### config.mk
export PLATFORM = sky130hd
export DESIGN_NAME = spi_master_multi
export DESIGN_NICKNAME = d
export VERILOG_FILES = /design/src/rtl/spi_master_multi.sv
export SDC_FILE = /design/constraint.sdc
export NUM_CORES = 1
export LEC_CHECK = 0
export CAP_MARGIN = 20
export CORE_MARGIN = 1
export CORE_UTILIZATION = 63
export DETAILED_ROUTE_END_ITERATION = 7
export GPL_TIMING_DRIVEN = 1
export MAX_ROUTING_LAYER = met4
export PLACE_DENSITY_LB_ADDON = 0.2
export SYNTH_ARGS = -nofsm -noshare
export SYNTH_HDL_FRONTEND = slang
export SYNTH_HIERARCHICAL = 1
export SYNTH_SLANG_ARGS = --single-unit
### constraint.sdc
create_clock -name sys_clk -period 4.2 [get_ports sys_clk]
set_clock_uncertainty 0.2 [all_clocks]
set_input_delay 0.42 -clock sys_clk [delete_from_list [all_inputs] [get_ports sys_clk]]
set_output_delay 0.42 -clock sys_clk [all_outputs]
set_load 0.005 [all_outputs]
### src/rtl/spi_master_multi.sv
// spi_master_multi: FIFO-buffered SPI master with a per-frame chip select.
// TX words {cs, data} are queued, shifted out in frames of WORDS_PER_FRAME
// words, and received words are queued in an RX FIFO.
//
// Ports:
//   sys_clk, n_rst     : clock, asynchronous active-low reset
//   in_data/in_cs/in_ena : TX word, its chip-select index, write strobe
//   tx_full            : TX FIFO full
//   rdreq/out_data     : RX FIFO pop / show-ahead head (0 when empty)
//   have_msg/len       : RX FIFO not empty / fill level saturated at 255
//   busy               : frame engine active
//   ovf/ovf_clr        : sticky [0] TX overflow, [1] RX drop / clear
//   n_cs/sclk/mosi/miso: SPI pins

module spi_mm_fifo #(
    parameter int W     = 8,
    parameter int DEPTH = 64
) (
    input  logic                    clk_i,
    input  logic                    rst_ni,
    input  logic                    wr_i,
    input  logic [W-1:0]            wdata_i,
    input  logic                    rd_i,
    output logic [W-1:0]            head_o,
    output logic                    full_o,
    output logic [$clog2(DEPTH):0]  count_o
);
    localparam int AW = $clog2(DEPTH);

    logic [W-1:0]  mem_q [DEPTH];
    logic [AW-1:0] wptr_q;
    logic [AW-1:0] rptr_q;
    logic [AW:0]   cnt_q;
    logic          do_wr;
    logic          do_rd;

    assign full_o  = (cnt_q == (AW+1)'(DEPTH));
    assign do_wr   = wr_i && !full_o;
    assign do_rd   = rd_i && (cnt_q != '0);
    assign head_o  = mem_q[rptr_q];
    assign count_o = cnt_q;

    always_ff @(posedge clk_i) begin
        if (do_wr) begin
            mem_q[wptr_q] <= wdata_i;
        end
    end

    always_ff @(posedge clk_i or negedge rst_ni) begin
        if (!rst_ni) begin
            wptr_q <= '0;
            rptr_q <= '0;
            cnt_q  <= '0;
        end else begin
            if (do_wr) begin
                wptr_q <= wptr_q + 1'b1;
            end
            if (do_rd) begin
                rptr_q <= rptr_q + 1'b1;
            end
            case ({do_wr, do_rd})
                2'b10:   cnt_q <= cnt_q + 1'b1;
                2'b01:   cnt_q <= cnt_q - 1'b1;
                default: ;
            endcase
        end
    end
endmodule

module spi_master_multi #(
    parameter int CPOL            = 0,
    parameter int CPHA            = 0,
    parameter int WORD_W          = 8,
    parameter int WORDS_PER_FRAME = 2,
    parameter int NUM_CS          = 2,
    parameter int CLK_DIV         = 4,
    parameter int CS_GAP          = 2,
    parameter int MSB_FIRST       = 1,
    parameter int FIFO_DEPTH      = 64,
    localparam int CS_W = (NUM_CS > 1) ? $clog2(NUM_CS) : 1
) (
    input  logic              sys_clk,
    input  logic              n_rst,
    input  logic [WORD_W-1:0] in_data,
    input  logic [CS_W-1:0]   in_cs,
    input  logic              in_ena,
    output logic              tx_full,
    input  logic              rdreq,
    output logic [WORD_W-1:0] out_data,
    output logic              have_msg,
    output logic [7:0]        len,
    output logic              busy,
    output logic [1:0]        ovf,
    input  logic              ovf_clr,
    output logic [NUM_CS-1:0] n_cs,
    output logic              sclk,
    output logic              mosi,
    input  logic              miso
);
    localparam int H  = CLK_DIV / 2;
    localparam int FW = CS_W + WORD_W;
    localparam int AW = $clog2(FIFO_DEPTH);
    localparam int EW = $clog2(2 * WORD_W + 1);

    localparam logic [15:0]   H_M1   = 16'(H - 1);
    localparam logic [15:0]   GAP_M1 = 16'(CS_GAP - 1);
    localparam logic [EW-1:0] EDGES  = EW'(2 * WORD_W);
    localparam logic [EW-1:0] LAST_S = (CPHA == 0) ? EW'(2 * WORD_W - 1)
                                                   : EW'(2 * WORD_W);
    localparam logic [7:0]    WPF    = 8'(WORDS_PER_FRAME);

    typedef enum logic [2:0] {
        S_IDLE,
        S_SETUP,
        S_SHIFT,
        S_HOLD,
        S_GAP
    } state_e;

    state_e            state_q, state_d;
    logic [15:0]       cnt_q, cnt_d;
    logic [EW-1:0]     edge_q, edge_d;
    logic [7:0]        word_q, word_d;
    logic              stall_q, stall_d;
    logic              sclk_q, sclk_d;
    logic              mosi_q, mosi_d;
    logic [NUM_CS-1:0] ncs_q, ncs_d;
    logic [WORD_W-1:0] tx_sh_q, tx_sh_d;
    logic [WORD_W-1:0] rx_sh_q, rx_sh_d;
    logic              rx_push_q, rx_push_d;
    logic [1:0]        ovf_q, ovf_d;

    logic [FW-1:0]     tx_head;
    logic [AW:0]       tx_cnt;
    logic              tx_full_w;
    logic              tx_empty;
    logic              tx_pop;
    logic [WORD_W-1:0] rx_head;
    logic [AW:0]       rx_cnt;
    logic [8:0]        rx_cnt9;
    logic              rx_full;

    logic [EW-1:0]     e_nxt;
    logic              e_sample;
    logic              e_shift;
    logic              head_first;
    logic              sh_first;
    logic              sh_next;

    spi_mm_fifo #(.W(FW), .DEPTH(FIFO_DEPTH)) u_tx (
        .clk_i   (sys_clk),
        .rst_ni  (n_rst),
        .wr_i    (in_ena),
        .wdata_i ({in_cs, in_data}),
        .rd_i    (tx_pop),
        .head_o  (tx_head),
        .full_o  (tx_full_w),
        .count_o (tx_cnt)
    );

    spi_mm_fifo #(.W(WORD_W), .DEPTH(FIFO_DEPTH)) u_rx (
        .clk_i   (sys_clk),
        .rst_ni  (n_rst),
        .wr_i    (rx_push_q),
        .wdata_i (rx_sh_q),
        .rd_i    (rdreq),
        .head_o  (rx_head),
        .full_o  (rx_full),
        .count_o (rx_cnt)
    );

    assign tx_empty   = (tx_cnt == '0);
    assign head_first = (MSB_FIRST != 0) ? tx_head[WORD_W-1] : tx_head[0];
    assign sh_first   = (MSB_FIRST != 0) ? tx_sh_q[WORD_W-1] : tx_sh_q[0];
    assign sh_next    = (MSB_FIRST != 0) ? tx_sh_q[WORD_W-2] : tx_sh_q[1];

    // Edge numbering runs 1..2*WORD_W within a word; odd edges are leading.
    assign e_nxt    = edge_q + 1'b1;
    assign e_sample = (CPHA == 0) ? e_nxt[0] : !e_nxt[0];
    assign e_shift  = (CPHA == 0) ? (!e_nxt[0] && e_nxt != EDGES) : e_nxt[0];

    always_comb begin
        state_d   = state_q;
        cnt_d     = cnt_q;
        edge_d    = edge_q;
        word_d    = word_q;
        stall_d   = stall_q;
        sclk_d    = sclk_q;
        mosi_d    = mosi_q;
        ncs_d     = ncs_q;
        tx_sh_d   = tx_sh_q;
        rx_sh_d   = rx_sh_q;
        rx_push_d = 1'b0;
        tx_pop    = 1'b0;

        unique case (state_q)
            S_IDLE: begin
                if (!tx_empty) begin
                    state_d = S_SETUP;
                    cnt_d   = '0;
                    edge_d  = '0;
                    stall_d = 1'b0;
                    tx_pop  = 1'b1;
                    tx_sh_d = tx_head[WORD_W-1:0];
                    word_d  = 8'd1;
                    // Out-of-range indices leave every select high.
                    for (int i = 0; i < NUM_CS; i++) begin
                        ncs_d[i] = (tx_head[FW-1 -: CS_W] != CS_W'(i));
                    end
                    if (CPHA == 0) begin
                        mosi_d = head_first;
                    end
                end
            end
            S_SETUP: begin
                if (cnt_q == H_M1) begin
                    state_d = S_SHIFT;
                    cnt_d   = '0;
                end else begin
                    cnt_d = cnt_q + 16'd1;
                end
            end
            S_SHIFT: begin
                if (stall_q) begin
                    // SCLK parked at idle level until the next word arrives.
                    if (!tx_empty) begin
                        tx_pop  = 1'b1;
                        tx_sh_d = tx_head[WORD_W-1:0];
                        word_d  = word_q + 8'd1;
                        stall_d = 1'b0;
                        cnt_d   = '0;
                        if (CPHA == 0) begin
                            mosi_d = head_first;
                        end
                    end
                end else if (cnt_q != H_M1) begin
                    cnt_d = cnt_q + 16'd1;
                end else begin
                    cnt_d  = '0;
                    sclk_d = ~sclk_q;
                    edge_d = e_nxt;
                    if (e_sample) begin
                        rx_sh_d = (MSB_FIRST != 0)
                                ? {rx_sh_q[WORD_W-2:0], miso}
                                : {miso, rx_sh_q[WORD_W-1:1]};
                        rx_push_d = (e_nxt == LAST_S);
                    end
                    if (e_shift) begin
                        if (CPHA != 0 && e_nxt == EW'(1)) begin
                            mosi_d = sh_first;
                        end else begin
                            mosi_d  = sh_next;
                            tx_sh_d = (MSB_FIRST != 0)
                                    ? {tx_sh_q[WORD_W-2:0], 1'b0}
                                    : {1'b0, tx_sh_q[WORD_W-1:1]};
                        end
                    end
                    if (e_nxt == EDGES) begin
                        edge_d = '0;
                        if (word_q == WPF) begin
                            state_d = S_HOLD;
                        end else if (!tx_empty) begin
                            tx_pop  = 1'b1;
                            tx_sh_d = tx_head[WORD_W-1:0];
                            word_d  = word_q + 8'd1;
                            if (CPHA == 0) begin
                                mosi_d = head_first;
                            end
                        end else begin
                            stall_d = 1'b1;
                        end
                    end
                end
            end
            S_HOLD: begin
                if (cnt_q == H_M1) begin
                    state_d = S_GAP;
                    cnt_d   = '0;
                    ncs_d   = '1;
                    mosi_d  = 1'b0;
                end else begin
                    cnt_d = cnt_q + 16'd1;
                end
            end
            S_GAP: begin
                if (cnt_q == GAP_M1) begin
                    state_d = S_IDLE;
                    cnt_d   = '0;
                end else begin
                    cnt_d = cnt_q + 16'd1;
                end
            end
            default: state_d = S_IDLE;
        endcase
    end

    always_comb begin
        ovf_d = ovf_q;
        if (ovf_clr) begin
            ovf_d = '0;
        end
        if (in_ena && tx_full_w) begin
            ovf_d[0] = 1'b1;
        end
        if (rx_push_q && rx_full) begin
            ovf_d[1] = 1'b1;
        end
    end

    always_ff @(posedge sys_clk or negedge n_rst) begin
        if (!n_rst) begin
            state_q   <= S_IDLE;
            cnt_q     <= '0;
            edge_q    <= '0;
            word_q    <= '0;
            stall_q   <= 1'b0;
            sclk_q    <= 1'(CPOL);
            mosi_q    <= 1'b0;
            ncs_q     <= '1;
            tx_sh_q   <= '0;
            rx_sh_q   <= '0;
            rx_push_q <= 1'b0;
            ovf_q     <= '0;
        end else begin
            state_q   <= state_d;
            cnt_q     <= cnt_d;
            edge_q    <= edge_d;
            word_q    <= word_d;
            stall_q   <= stall_d;
            sclk_q    <= sclk_d;
            mosi_q    <= mosi_d;
            ncs_q     <= ncs_d;
            tx_sh_q   <= tx_sh_d;
            rx_sh_q   <= rx_sh_d;
            rx_push_q <= rx_push_d;
            ovf_q     <= ovf_d;
        end
    end

    assign rx_cnt9  = 9'(rx_cnt);
    assign len      = (rx_cnt9 > 9'd255) ? 8'hFF : rx_cnt9[7:0];
    assign have_msg = (rx_cnt != '0);
    assign out_data = have_msg ? rx_head : '0;
    assign tx_full  = tx_full_w;
    assign busy     = (state_q != S_IDLE);
    assign ovf      = ovf_q;
    assign n_cs     = ncs_q;
    assign sclk     = sclk_q;
    assign mosi     = mosi_q;
endmodule
Yosys cells after proc, flatten, opt, wreduce, memory -nomap -nowiden
Memories as Yosys holds them, arrays and structs flattened.
Cells that the tools add are included.
Cells by class
  add/sub/neg operators: 11
  magnitude comparators: 1
  eq/ne operators: 27
  mux-type cells: 74
  bitwise gates (word level): 4
  reductions and logical operators: 33
Operator list (count)
  two-way mux 8 bit: 15
  two-way mux 16 bit: 4
  case mux 16 bit (3 select lines): 1
  case mux 8 bit (2 select lines): 2
  two-way mux 1 bit: 29
  case mux 7 bit (2 select lines): 2
  adder 6 x 1 -> 6 bit, second input constant: 4
  two-way mux 3 bit: 8
  two-way mux 5 bit: 4
  adder 16 x 1 -> 16 bit, second input constant: 1
  == test 16 x 1 -> 1 bit, second input constant: 1
  != test 16 x 1 -> 1 bit, second input constant: 1
  != test 2 bit, second input constant: 8
  case mux 3 bit (5 select lines): 1
  adder 7 x 1 -> 7 bit, second input constant: 2
  == test 7 bit, second input constant: 2
  nonzero test 7 bit: 2
  subtractor 7 x 1 -> 7 bit, second input constant: 2
  nonzero test 2 bit: 6
  case mux 5 bit (2 select lines): 1
  != test 3 bit, second input constant: 3
  AND reduction 3 bit: 3
  nonzero test 3 bit: 3
  adder 8 x 1 -> 8 bit, second input constant: 1
  25 further kinds: 44
Word-level totals
  flip-flop bits (word level): 94
  bits in writable memories: 1088
  word-level logic and storage cells: 171
  memories: 2
Memory list
  u_tx.mem_q: words 64, width 9, read ports 1, clocked after memory_dff 0, wr ports 1, line 30  | logic [W-1:0] mem_q [DEPTH];
  u_rx.mem_q: words 64, width 8, read ports 1, clocked after memory_dff 0, wr ports 1, line 30

Longest topological paths before layout
Gate-level depths: netlist of run 1.
  depth in word-level cells: 10
  mapped depth: 16
  gate-level depth less buffers: 15

Modules after synthesis
Netlist of run 1, hierarchy kept.
By module, submodules not included
  spi_mm_fifo at u_tx: times used 1, cells an instance 1213, area an instance 23501.3 um^2
  spi_mm_fifo at u_rx: times used 1, cells an instance 1049, area an instance 20993.9 um^2
  spi_master_multi: times used 1, cells an instance 333, area an instance 3199.3 um^2

Worst setup path after synthesis of run 1
Ideal clock, no wire load.
  path kind: register -> register
  from: register cnt_q[1]
  to: register u_tx.cnt_q[5], in the netlist u_tx/count_o[5]
  setup time: 136 ps
  arrival: 3540 ps
  data required time: 3864 ps
  setup slack: 323 ps
  stages on the path, launching flop included: 16
  path buffers: 1
  clock period less this slack: 3877 ps
  cell sequence: dfrtp_1 -> inv_1 -> ha_1 -> nor4b_4 -> nand4_2 -> o41a_4 -> nor2_1 -> o21a_1 -> clkbuf_1 -> ha_1 -> ha_1 -> a21o_1 -> a21o_1 -> a21oi_1 -> nor4_1 -> or3b_2
Between the ends
  cells in the longest elaborated chain, start to end: 7
  elaborated cells between the ends (all ways): 9
  those cells by class: 3 x eq/ne; 4 x mux; 2 x reduce/logical
Ends and longest elaborated chain
  start: declaration: line 121  | logic [15:0] cnt_q, cnt_d;
  start signal: assignment: line 326  | cnt_q <= cnt_d;
  != test 16 x 1 -> 1 bit (*): line 236  | end else if (cnt_q != H_M1) begin
  two-way mux 1 bit (*): line 236
  two-way mux 1 bit (*): line 224  | if (stall_q) begin
  case mux 1 bit (2 select lines) (*): line 196  | unique case (state_q)
  named net tx_pop: line 137  | logic tx_pop;
  logical AND 1 bit (*): line 39  | assign do_rd = rd_i && (cnt_q != '0);
  named net u_tx.do_rd: line 35  | logic do_rd;
  == test 2 x 1 -> 1 bit / == test 2 bit (equally long branches): line 61  | case ({do_wr, do_rd})
  case mux 7 bit (2 select lines) / nonzero test 2 bit (equally long branches)
  end signal: assignment: line 62  | 2'b10: cnt_q <= cnt_q + 1'b1;
  end signal: assignment: line 63  | 2'b01: cnt_q <= cnt_q - 1'b1;
  end: declaration: line 33  | logic [AW:0] cnt_q;
Mark *: on every way through the listed nets, which the timed path passes. The rest lies on a longest branch.
A chain may end at the register's enable or synchronous reset.

Worst setup path in the final report of run 1
  from: register u_rx.rptr_q[0]
  to: output port out_data[4]
Between the ends
  cells in the longest elaborated chain, start to end: 2
Ends and longest elaborated chain
  start: declaration: line 32  | logic [AW-1:0] rptr_q;
  start signal: assignment: line 59  | rptr_q <= rptr_q + 1'b1;
  memory (64 x 8 bit)
  named net rx_head[4]: line 138  | logic [WORD_W-1:0] rx_head;
  two-way mux 8 bit: line 343  | assign out_data = have_msg ? rx_head : '0;
  end: declaration: line 89  | output logic [WORD_W-1:0] out_data,
The timed path passes the listed nets, and every way through them passes these cells.

==> impl_metrics.tcl, run 1 <==
set metrics [dict create \
    cp.required_ps 3580 \
    netlist_area_um2 47690 \
    clkLatencyLatePin_ps 680 \
    chipWidth_um 277.1 \
    grt_overflow_total 0 \
    crit_fanout 53 \
    finalPower_mw 33.31 \
    seqCellArea_um2 35030 \
    h-tree-depth 3 \
    worstPathArrival_ps 3500 \
    core_area_um2 74700 \
    die_h_um 277.1 \
    synth_edf_count 1088 \
    grt_pass1_vias 25150 \
    synth-seq-area-share_pct 73.39 \
    synth_flop_cell "edfxtp_1" \
    max_slew.worst_pin.slew_ps 947.8 \
    final_common_cell "edfxtp_1" \
    syn2layout_area_growth_pct 12.26 \
    routed-via-count 25340 \
    cts_tree "done" \
    multi_input_area_um2 11840 \
    worstSetupPathType "register to output port" \
    async_flop_share_pct 7.875 \
    row_count 100 \
    grt_usage_pct 28.84 \
    dp.cells 3606 \
    ant_nets 0 \
    numClockSinks 1181 \
    final_cell_area_um2 53540 \
    layout.nets 2808 \
    first_pass_iters 6 \
    antenna_found_initial 0 \
    cts_root_buf "clkbuf_16" \
    grtUsageMet2_pct 46.55 \
    ys_types 79 \
    period_share_pct 98.08 \
    vias_per_cell 6.609 \
    fillers 4394 \
    drcViolationCount 0 \
    final_cells 3834 \
    numCtsBuffers 114 \
    met1_usage_pct 37.94 \
    yosysWarnings 6 \
    irDropWorstVdd_v 0.0004361 \
    endpoint_kind "output port" \
    ys_seq_elements 1181 \
    outcome "complete, no violations" \
    place_ws_ps 343.8 \
    path_clk_slew_ps 60 \
    dp_hpwl_um 65890 \
    drt_iter0_drc 2860 \
    slew_headroom_pct 36.58 \
    avgRoutedWirePerCell_um 27.63 \
    top_usage_layer "met2" \
    cts_max_path_buffers 3 \
    placed_cell_area_um2 49600 \
    syn_inst 2595 \
    fin_util_pct 71.68 \
    power_leakage_nw 17.64 \
    wirelength_um 105900 \
    io_pins 40 \
    drive_gt1_share_pct 20.88 \
    slew_viol_final 0 \
    hold_slack_ps 77.32 \
    dieArea_um2 76810 \
    syn-num-nets 2634 \
    layout_common_cells "edfxtp_1, nor2_1, mux4_2, mux2i_1, buf_4" \
    hold_class "input pin to async pin" \
    grt_pass1_wl_um 159300 \
    final-setup-viol-count 0 \
    fmax_ghz 0.2428 \
    grt_max_degree 67 \
    power_density_nw_per_um2 622.1 \
    grt_use_met3_pct 3.957 \
    cap_viol_max_count 0 \
    rsz0062_at_grt "no" \
    portBuffers 38 \
    place.gp.congestion 1.001 \
    fin_tns_setup_ps 0 \
    start_util_pct 63.85 \
    avgSynthCellArea_um2 18.38 \
    finalHoldViolCount 0 \
    period_needed_ps 4119 \
    critPathLaunchType "register" \
    setup_slack_ps 80.61 \
]
cells in the mapped netlist (22+ instances only):
master	instances	share of area (%)
nand3_1	34	0.36
edfxtp_1	1088	69
clkbuf_1	50	0.39
o22ai_1	61	0.80
nor2_1	213	1.7
mux4_2	207	9.8
a21oi_1	30	0.31
nand2_1	85	0.67
inv_1	27	0.21
buf_4	26	0.41
a211oi_1	40	0.63
buf_6	24	0.57
mux2i_1	176	3.7
buf_2	25	0.26
dfrtp_1	91	4.8
ha_1	22	0.58
o21ai_0	41	0.43
xnor2_1	25	0.46
power breakdown:
part	leakage, nW	switching [mW]	total, mW	internal [mW]
registers	10.9	0.757	14.8	14.1
clock network	1.75	4.19	9.83	5.64
logic	4.94	4.84	8.66	3.82
total	17.6	9.79	33.3	23.5
state kept, by name, indices dropped and copies added (netlist names):
name,cells
u_rx/count_o,7
u_tx/wptr_q,6
u_tx/count_o,7
edge_q,5
u_rx/rptr_q,6
sclk,1
u_rx/wptr_q,6
ovf,2
u_rx/mem_q,512
u_tx/rptr_q,6
cnt_q,16
rx_push_q,1
rx_sh_q,8
stall_q,1
u_tx/mem_q,576
mosi,1
state_q,3
n_cs,2
tx_sh_q,7
word_q,8
metal layers:
metal,part of all wire [%],vias to the layer above
met5,0,-
met4,3.7,0
met3,7.9,217
met2,50,1258
met1,38,13010
li1,-,10860
path summary, 6_finish.rpt:
kind	start	cells after the start	slack, ps	end
min in group sys_clk	in_data[3]	1	140	u_tx/mem_q[3][3]$_DFFE_PP_
setup / recovery	u_rx/rptr_q[0]$_DFFE_PN0P_	7	80	out_data[4]
max in group asynchronous	n_rst	3	2840	u_rx/rptr_q[0]$_DFFE_PN0P_
hold reg to reg	tx_sh_q[2]$_DFFE_PN0P_	1	280	tx_sh_q[2]$_DFFE_PN0P_
setup reg to reg	cnt_q[1]$_DFFE_PN0P_	15	310	u_tx/count_o[6]$_DFFE_PN0P_
hold / removal	n_rst	2	80	state_q[0]$_DFFE_PN0P_
critical path: stages, from the launching register on:
cell and delay, ps:
dfrtp_4 520, buf_16 360, mux4_2 560, mux2i_1 430, a22oi_1 130, and3_1 180, and2_1 140, clkdlybuf4s50_1 470
area by class of cell:
type                       count  area share [%]
antenna                        1        0.004674
clock buffer                 154           5.763
clock inverter                57          0.9932
inverter                      28          0.1963
multi-input combinational   1248           22.11
sequential                  1181           65.42
tap                          969           2.264
timing repair buffer         196           3.251
repair_timing:
item | in CTS | in global routing
setup buffers | 5 | 0
setup endpoints to repair | 8 | 7
pin swaps | 0 | 0
hold endpoints to repair | 97 | 4
hold buffers | 5 | 1
gates resized for setup | 12 | 15
kinds of logic after synthesis:
| group | share of synthesized area (%) |
|---|---|
| AND/OR/NAND/NOR | 4.879 |
| AO/OA/AOI/OAI | 4.612 |
| buffers and inverters | 2.025 |
| other | 0.007863 |
| XOR/XNOR | 0.6060 |
| adder cells (fa/ha/maj) | 0.6611 |
| flip-flops | 73.39 |
| multiplexers | 13.82 |
No activity file was read; power rests on OpenSTA's default activity.
==> run 2, diff against run 1 <==
--- a/config.mk
+++ b/config.mk
@@ -6,9 +6,11 @@
 export NUM_CORES = 1
 export LEC_CHECK = 0
 export CAP_MARGIN = 20
+export CORE_ASPECT_RATIO = 1.5
 export CORE_MARGIN = 1
 export CORE_UTILIZATION = 63
 export DETAILED_ROUTE_END_ITERATION = 7
+export GPL_ROUTABILITY_DRIVEN = 0
 export GPL_TIMING_DRIVEN = 1
 export MAX_ROUTING_LAYER = met4
 export PLACE_DENSITY_LB_ADDON = 0.2
==> impl_metrics.tcl, run 2 (synthesis gave the netlist of run 1 again) <==
set metrics [dict create \
    outcome "complete, no violations" \
    grtUsageMet2_pct 51.47 \
    first_pass_iters 6 \
    fillers 4479 \
    slew_headroom_pct 35.84 \
    wirelength_um 110500 \
    slew_viol_final 0 \
    numClockSinks 1181 \
    path_clk_slew_ps 70 \
    dp.cells 3660 \
    regToRegSetupSlack_ps 340 \
    period_needed_ps 4180 \
    h-tree-depth 3 \
    irDropWorstVdd_v 0.0006443 \
    grt_pass1_vias 26260 \
    hold_class "input pin to register" \
    max_slew.worst_pin.slew_ps 962.4 \
    cts_tree "done" \
    finalPower_mw 33.26 \
    r2r_cells 8 \
    cp.required_ps 3580 \
    final-setup-viol-count 0 \
    avgRoutedWirePerCell_um 28.58 \
    endpoint_kind "output port" \
    r2r_end "mosi$_DFFE_PN0P_" \
    rr_startpoint "u_tx/rptr_q[2]$_DFFE_PN0P_" \
    portBuffers 38 \
    largestRegisters "u_tx/mem_q: 576 flops, u_rx/mem_q: 512 flops, cnt_q: 16 flops" \
    grt_overflow_total 0 \
    grt_use_met3_pct 3.805 \
    grt_max_degree 67 \
    syn2layout_area_growth_pct 12.24 \
    routed-via-count 25300 \
    layout_common_cells "edfxtp_1, nor2_1, mux4_2, mux2i_1, buf_4" \
    io_pins 40 \
    power_leakage_nw 17.65 \
    drive_gt1_share_pct 21.11 \
    cap_viol_max_count 0 \
    largest-register "u_tx/mem_q" \
    hp-start "in_data[5]" \
    vias_per_cell 6.543 \
    antenna_cells 0 \
    top_usage_layer "met2" \
    grt_usage_pct 30.57 \
    critPathLaunchType "register" \
    clkLatencyLatePin_ps 670 \
    die_h_um 339.0 \
    cts_max_path_buffers 3 \
    worstHoldEndpoint "u_tx/mem_q[25][5]$_DFFE_PP_" \
    drcViolationCount 0 \
    power_density_nw_per_um2 621.3 \
    worstPathArrival_ps 3560 \
    hold_slack_ps 165.5 \
    grt_pass1_wl_um 164900 \
    drt_iter0_drc 2487 \
    period_share_pct 99.53 \
    layout.nets 2821 \
    crit_fanout 45 \
    ant_nets 0 \
    final_cells 3866 \
    met1_usage_pct 34.59 \
    largest_reg_flops 576 \
    row_count 123 \
    min_delay_path_depth 1 \
    worstSetupPathType "register to output port" \
    core_area_um2 74950 \
    cts_root_buf "clkbuf_16" \
    antenna_found_initial 0 \
    finalHoldViolCount 0 \
    start_util_pct 63.64 \
    dieArea_um2 76830 \
    chipWidth_um 226.7 \
    fmax_ghz 0.2392 \
    final_common_cell "edfxtp_1" \
    dp_hpwl_um 71690 \
    numCtsBuffers 101 \
]
## run 2: changes by cell type in the layout (fill, tap and decap cells not counted), sizes merged
cell	before	now
clkinv	40	42
diode	1	0
buf	162	186
bufinv	8	15
clkinvlp	6	5
clkbuf	154	122
dlygate4sd3	6	8
## run 2: metal layers
metal	wire length (um)	part of all wire, %
met1	37590	34
met2	58780	53
met3	6549	5.9
met5	0	0
met4	7573	6.9
## run 2: worst max-delay path by stage
stage                               startpoint                          end  slack, ps  depth (start not counted)
global placement          cnt_q[1]$_DFFE_PN0P_  u_tx/count_o[5]$_DFFE_PN0P_        370                         14
finish              u_rx/rptr_q[1]$_DFFE_PN0P_                  out_data[6]         20                          7
global route        u_rx/rptr_q[1]$_DFFE_PN0P_                  out_data[1]         -4                          9
CTS                 u_rx/rptr_q[1]$_DFFE_PN0P_                  out_data[4]         10                          7
detailed placement        cnt_q[1]$_DFFE_PN0P_  u_tx/count_o[6]$_DFFE_PN0P_        370                         15
floorplan                 cnt_q[1]$_DFFE_PN0P_  u_tx/count_o[5]$_DFFE_PN0P_        320                         15
## run 2: final cells by class
class | instances | area [um2] | area share, %
clock buffers | 122 | 2649 | 4.948
clock inverters | 65 | 730.7 | 1.365
flip-flops and latches | 1181 | 35030 | 65.43
repair buffers | 222 | 1969 | 3.679
well taps | 1000 | 1251 | 2.337
inverters | 28 | 105.1 | 0.1963
multi-input cells | 1248 | 11800 | 22.04
## run 2: stage by stage
stage / area [um2] / TNS (ps) / util (%) / setup WS (ps)
floorplan: 47690 / 0 / - / 323.4
global placement: 49780 / 0 / 66.42 / 367.9
detailed placement: 49780 / 0 / 66.42 / 370.4
CTS: 53310 / 0 / 71.12 / 13.00
global route: 53530 / -3.965 / 71.43 / -3.965
finish: 53530 / 0 / 71.43 / 19.71
## run 2: report_power, final
group	leakage (nW)	internal (mW)	switching, mW	total [mW]
Clock	1.64	5.43	4.08	9.51
Combinational	5.06	3.95	4.86	8.81
Sequential	10.9	14.1	0.878	14.9
Total	17.7	23.4	9.82	33.3
## run 2: timing repair
item / 4_1_cts / 5_1_grt
endpoints found under the hold margin: 107 / 44
resized for setup: 9 / 13
setup endpoints to repair: 8 / 6
setup buffers: 4 / 1
hold buffers: 4 / 4
pin swaps: 1 / 2
## run 2: critical path: stages (launching register included)
cell             delay (ps)
dfrtp_4                 580
buf_8                   390
mux4_2                  410
a211o_1                 300
o21ai_0                 430
o32ai_1                 130
and2_1                  170
clkdlybuf4s50_1         450
==> run 3, diff against run 2 <==
--- a/config.mk
+++ b/config.mk
@@ -5,10 +5,12 @@
 export SDC_FILE = /design/constraint.sdc
 export NUM_CORES = 1
 export LEC_CHECK = 0
+export ABC_AREA = 1
 export CAP_MARGIN = 20
 export CORE_ASPECT_RATIO = 1.5
 export CORE_MARGIN = 1
 export CORE_UTILIZATION = 63
+export CTS_CLUSTER_DIAMETER = 30
 export DETAILED_ROUTE_END_ITERATION = 7
 export GPL_ROUTABILITY_DRIVEN = 0
 export GPL_TIMING_DRIVEN = 1
==> impl_metrics.tcl, run 3 <==
set metrics [dict create \
    worstPathArrival_ps 3470 \
    wirelength_um 127700 \
    synth_top_area_cell "edfxtp_1" \
    max_slew.worst_pin.slew_ps 1127 \
    routed-via-count 35470 \
    dieArea_um2 82600 \
    ys_seq_elements 1181 \
    rsz0062_at_grt "no" \
    synth_flop_cell "edfxtp_1" \
    cts_tree "done" \
    setup_slack_ps 113.3 \
    hold_class "input pin to async pin" \
    final_common_cell "nand2_1" \
    avgRoutedWirePerCell_um 20.74 \
    ys_types 52 \
    cts_max_path_buffers 3 \
    irDropWorstVdd_v 0.0005969 \
    synth_top_cell_area_share_pct 63.68 \
    final_cells 6156 \
    syn-num-nets 4939 \
    first_pass_iters 6 \
    slew_headroom_pct 24.89 \
    grt_max_degree 156 \
    p_sw_share_pct 36.27 \
    fillers 5374 \
    synth_edf_count 1088 \
    place_ws_ps 276.7 \
    clkPwrFrac_pct 32.6 \
    worstSetupPathType "register to output port" \
    core_area_um2 80250 \
    h-tree-depth 4 \
    seqCellArea_um2 35030 \
    cap_viol_max_count 0 \
    largest_reg_flops 576 \
    p_switching_mw 14.27 \
    start_util_pct 63.93 \
    finalPower_mw 39.35 \
    syn2layout_area_growth_pct 13.51 \
    dp.cells 5875 \
    largestRegisters "u_tx/mem_q: 576 flops, u_rx/mem_q: 512 flops, cnt_q: 16 flops" \
    portBuffers 38 \
    fmax_ghz 0.2447 \
    drive_gt1_share_pct 9.387 \
    fin_tns_setup_ps 0 \
    cts_root_buf "clkbuf_16" \
    dp_hpwl_um 78150 \
    drcViolationCount 0 \
    power_density_nw_per_um2 675.7 \
    outcome "complete, but fails checks" \
    netlist_area_um2 51300 \
    netlist_top_cells_area "edfxtp_1, nand2_1, nand3_1, dfrtp_1, inv_1" \
    slew_viol_final 0 \
    ant_nets 0 \
    path_clk_slew_ps 60 \
    numCtsBuffers 149 \
    power_leakage_nw 23.32 \
    numClockSinks 1181 \
    avgSynthCellArea_um2 10.47 \
    critPathLaunchType "register" \
    drt_iter0_drc 3247 \
    antenna_found_initial 0 \
    period_needed_ps 4087 \
    async_flop_share_pct 7.875 \
    violations "hold timing" \
    finalHoldViolCount 2 \
    hold_slack_ps -8.530 \
    io_pins 40 \
    multi_input_area_um2 13460 \
    final-setup-viol-count 0 \
    grt_pass1_wl_um 195100 \
    seq_power_share_pct 37.8 \
    antenna_cells 0 \
    crit_fanout 70 \
    grt_pass1_vias 35040 \
    largest-register "u_tx/mem_q" \
    cp.required_ps 3580 \
    synth-seq-area-share_pct 68.22 \
    die_h_um 351.5 \
    yosysWarnings 6 \
    endpoint_kind "output port" \
    layout.nets 5037 \
    period_share_pct 97.30 \
    chipWidth_um 235 \
    grt_overflow_total 0 \
    ys_top_cells_by_count "nand2_1, edfxtp_1, nand3_1, inv_1, nor2_1" \
    p_int_mw 25.08 \
    grt_usage_pct 32.32 \
    pwr-share-comb_pct 29.6 \
    layout_common_cells "nand2_1, edfxtp_1, nand3_1, inv_1, nor2_1" \
    row_count 127 \
    syn_inst 4900 \
    clkLatencyLatePin_ps 770 \
    synth_most_common_cell "nand2_1" \
    vias_per_cell 5.762 \
]
run 3: cell types whose count changed after synthesis, sizes merged, moves of 68 or more:
| cell | change |
|---|---|
| a21oi | +68 |
| buf | +73 |
| inv | +436 |
| mux2i | -176 |
| mux4 | -207 |
| nand2 | +1551 |
| nand3 | +605 |
| nor2 | +153 |
run 3: layout make-up:
cell class	count	share of cell area, %
multi-input combinational	3021	23.11
inverter	469	3.096
timing repair buffer	176	2.675
clock buffer	159	6.558
clock inverter	118	2.196
sequential	1181	60.15
tap	1032	2.217
run 3: through the flow:
step	hold WS (ps)	utilization, %	instance area, um2
4_1_cts	4.022	72.46	58150
3_3_place_gp	227.6	66.07	53020
2_1_floorplan	-75.59	-	51300
5_1_grt	43.67	72.57	58230
6_report	-8.530	72.57	58230
3_5_place_dp	234.8	66.07	53020
run 3: final timing paths:
check / startpoint / to / slack [ps] / depth (start not counted)
hold reg to reg: sclk$_DFFE_PN0P_ / sclk$_DFFE_PN0P_ / 270 / 1
hold / removal: n_rst / cnt_q[4]$_DFFE_PN0P_ / -9 / 2
setup / recovery: u_rx/rptr_q[0]$_DFFE_PN0P_ / out_data[6] / 110 / 12
min in group sys_clk: in_data[0] / u_tx/mem_q[32][0]$_DFFE_PP_ / 50 / 1
max in group asynchronous: n_rst / n_cs[0]$_DFFE_PN1P_ / 2920 / 3
setup reg to reg: edge_q[0]$_DFFE_PN0P_ / u_tx/count_o[6]$_DFFE_PN0P_ / 260 / 21
run 3: what timing repair did:
action                                 CTS  global route
gates resized for setup                  1            16
endpoints found under the hold margin   78             0
cloned                                   0             1
setup buffers                            0             0
hold buffers                             3             0
setup endpoints to repair                7            11
run 3: critical path, cell delays in order (launching register included):
cell	delay [ps]
dfrtp_4	610
clkinv_16	240
buf_4	270
nand2_1	60
nand3_1	70
nand3_1	140
nand3_1	200
nand2_1	140
nand3_1	140
nand2_1	130
inv_1	40
nor2_1	100
clkdlybuf4s50_1	500
run 3: kinds of logic after synthesis:
kind of cell / share of synthesized area (%)
xor gates and xnor gates: 0.6146
adders and majority gates: 0.6146
and+or+nand+nor: 21.81
other: 0.007310
AOI/OAI and AO/OA: 2.968
buffers and inverters: 5.583
muxes: 0.1756
DFF: 68.22
run 3: power by group through the flow:
stage	combinational (mW)	sequential, mW	clock (mW)
global placement	11.1	15.0	0
detailed placement	11.3	15.1	0
finish	11.6	14.9	12.8
floorplan	7.46	14.9	0
CTS	11.4	14.8	12.9
global route	12.7	14.9	13.4
run 3: routing by layer:
metal  routed length, um  up-vias  GRT usage [%]
met3                8507      487          4.720
met1               43070    16850          33.64
met2               67110     1544          56.86
li1                    -    16590              -
met5                   0        -              -
met4                8963        0          22.01
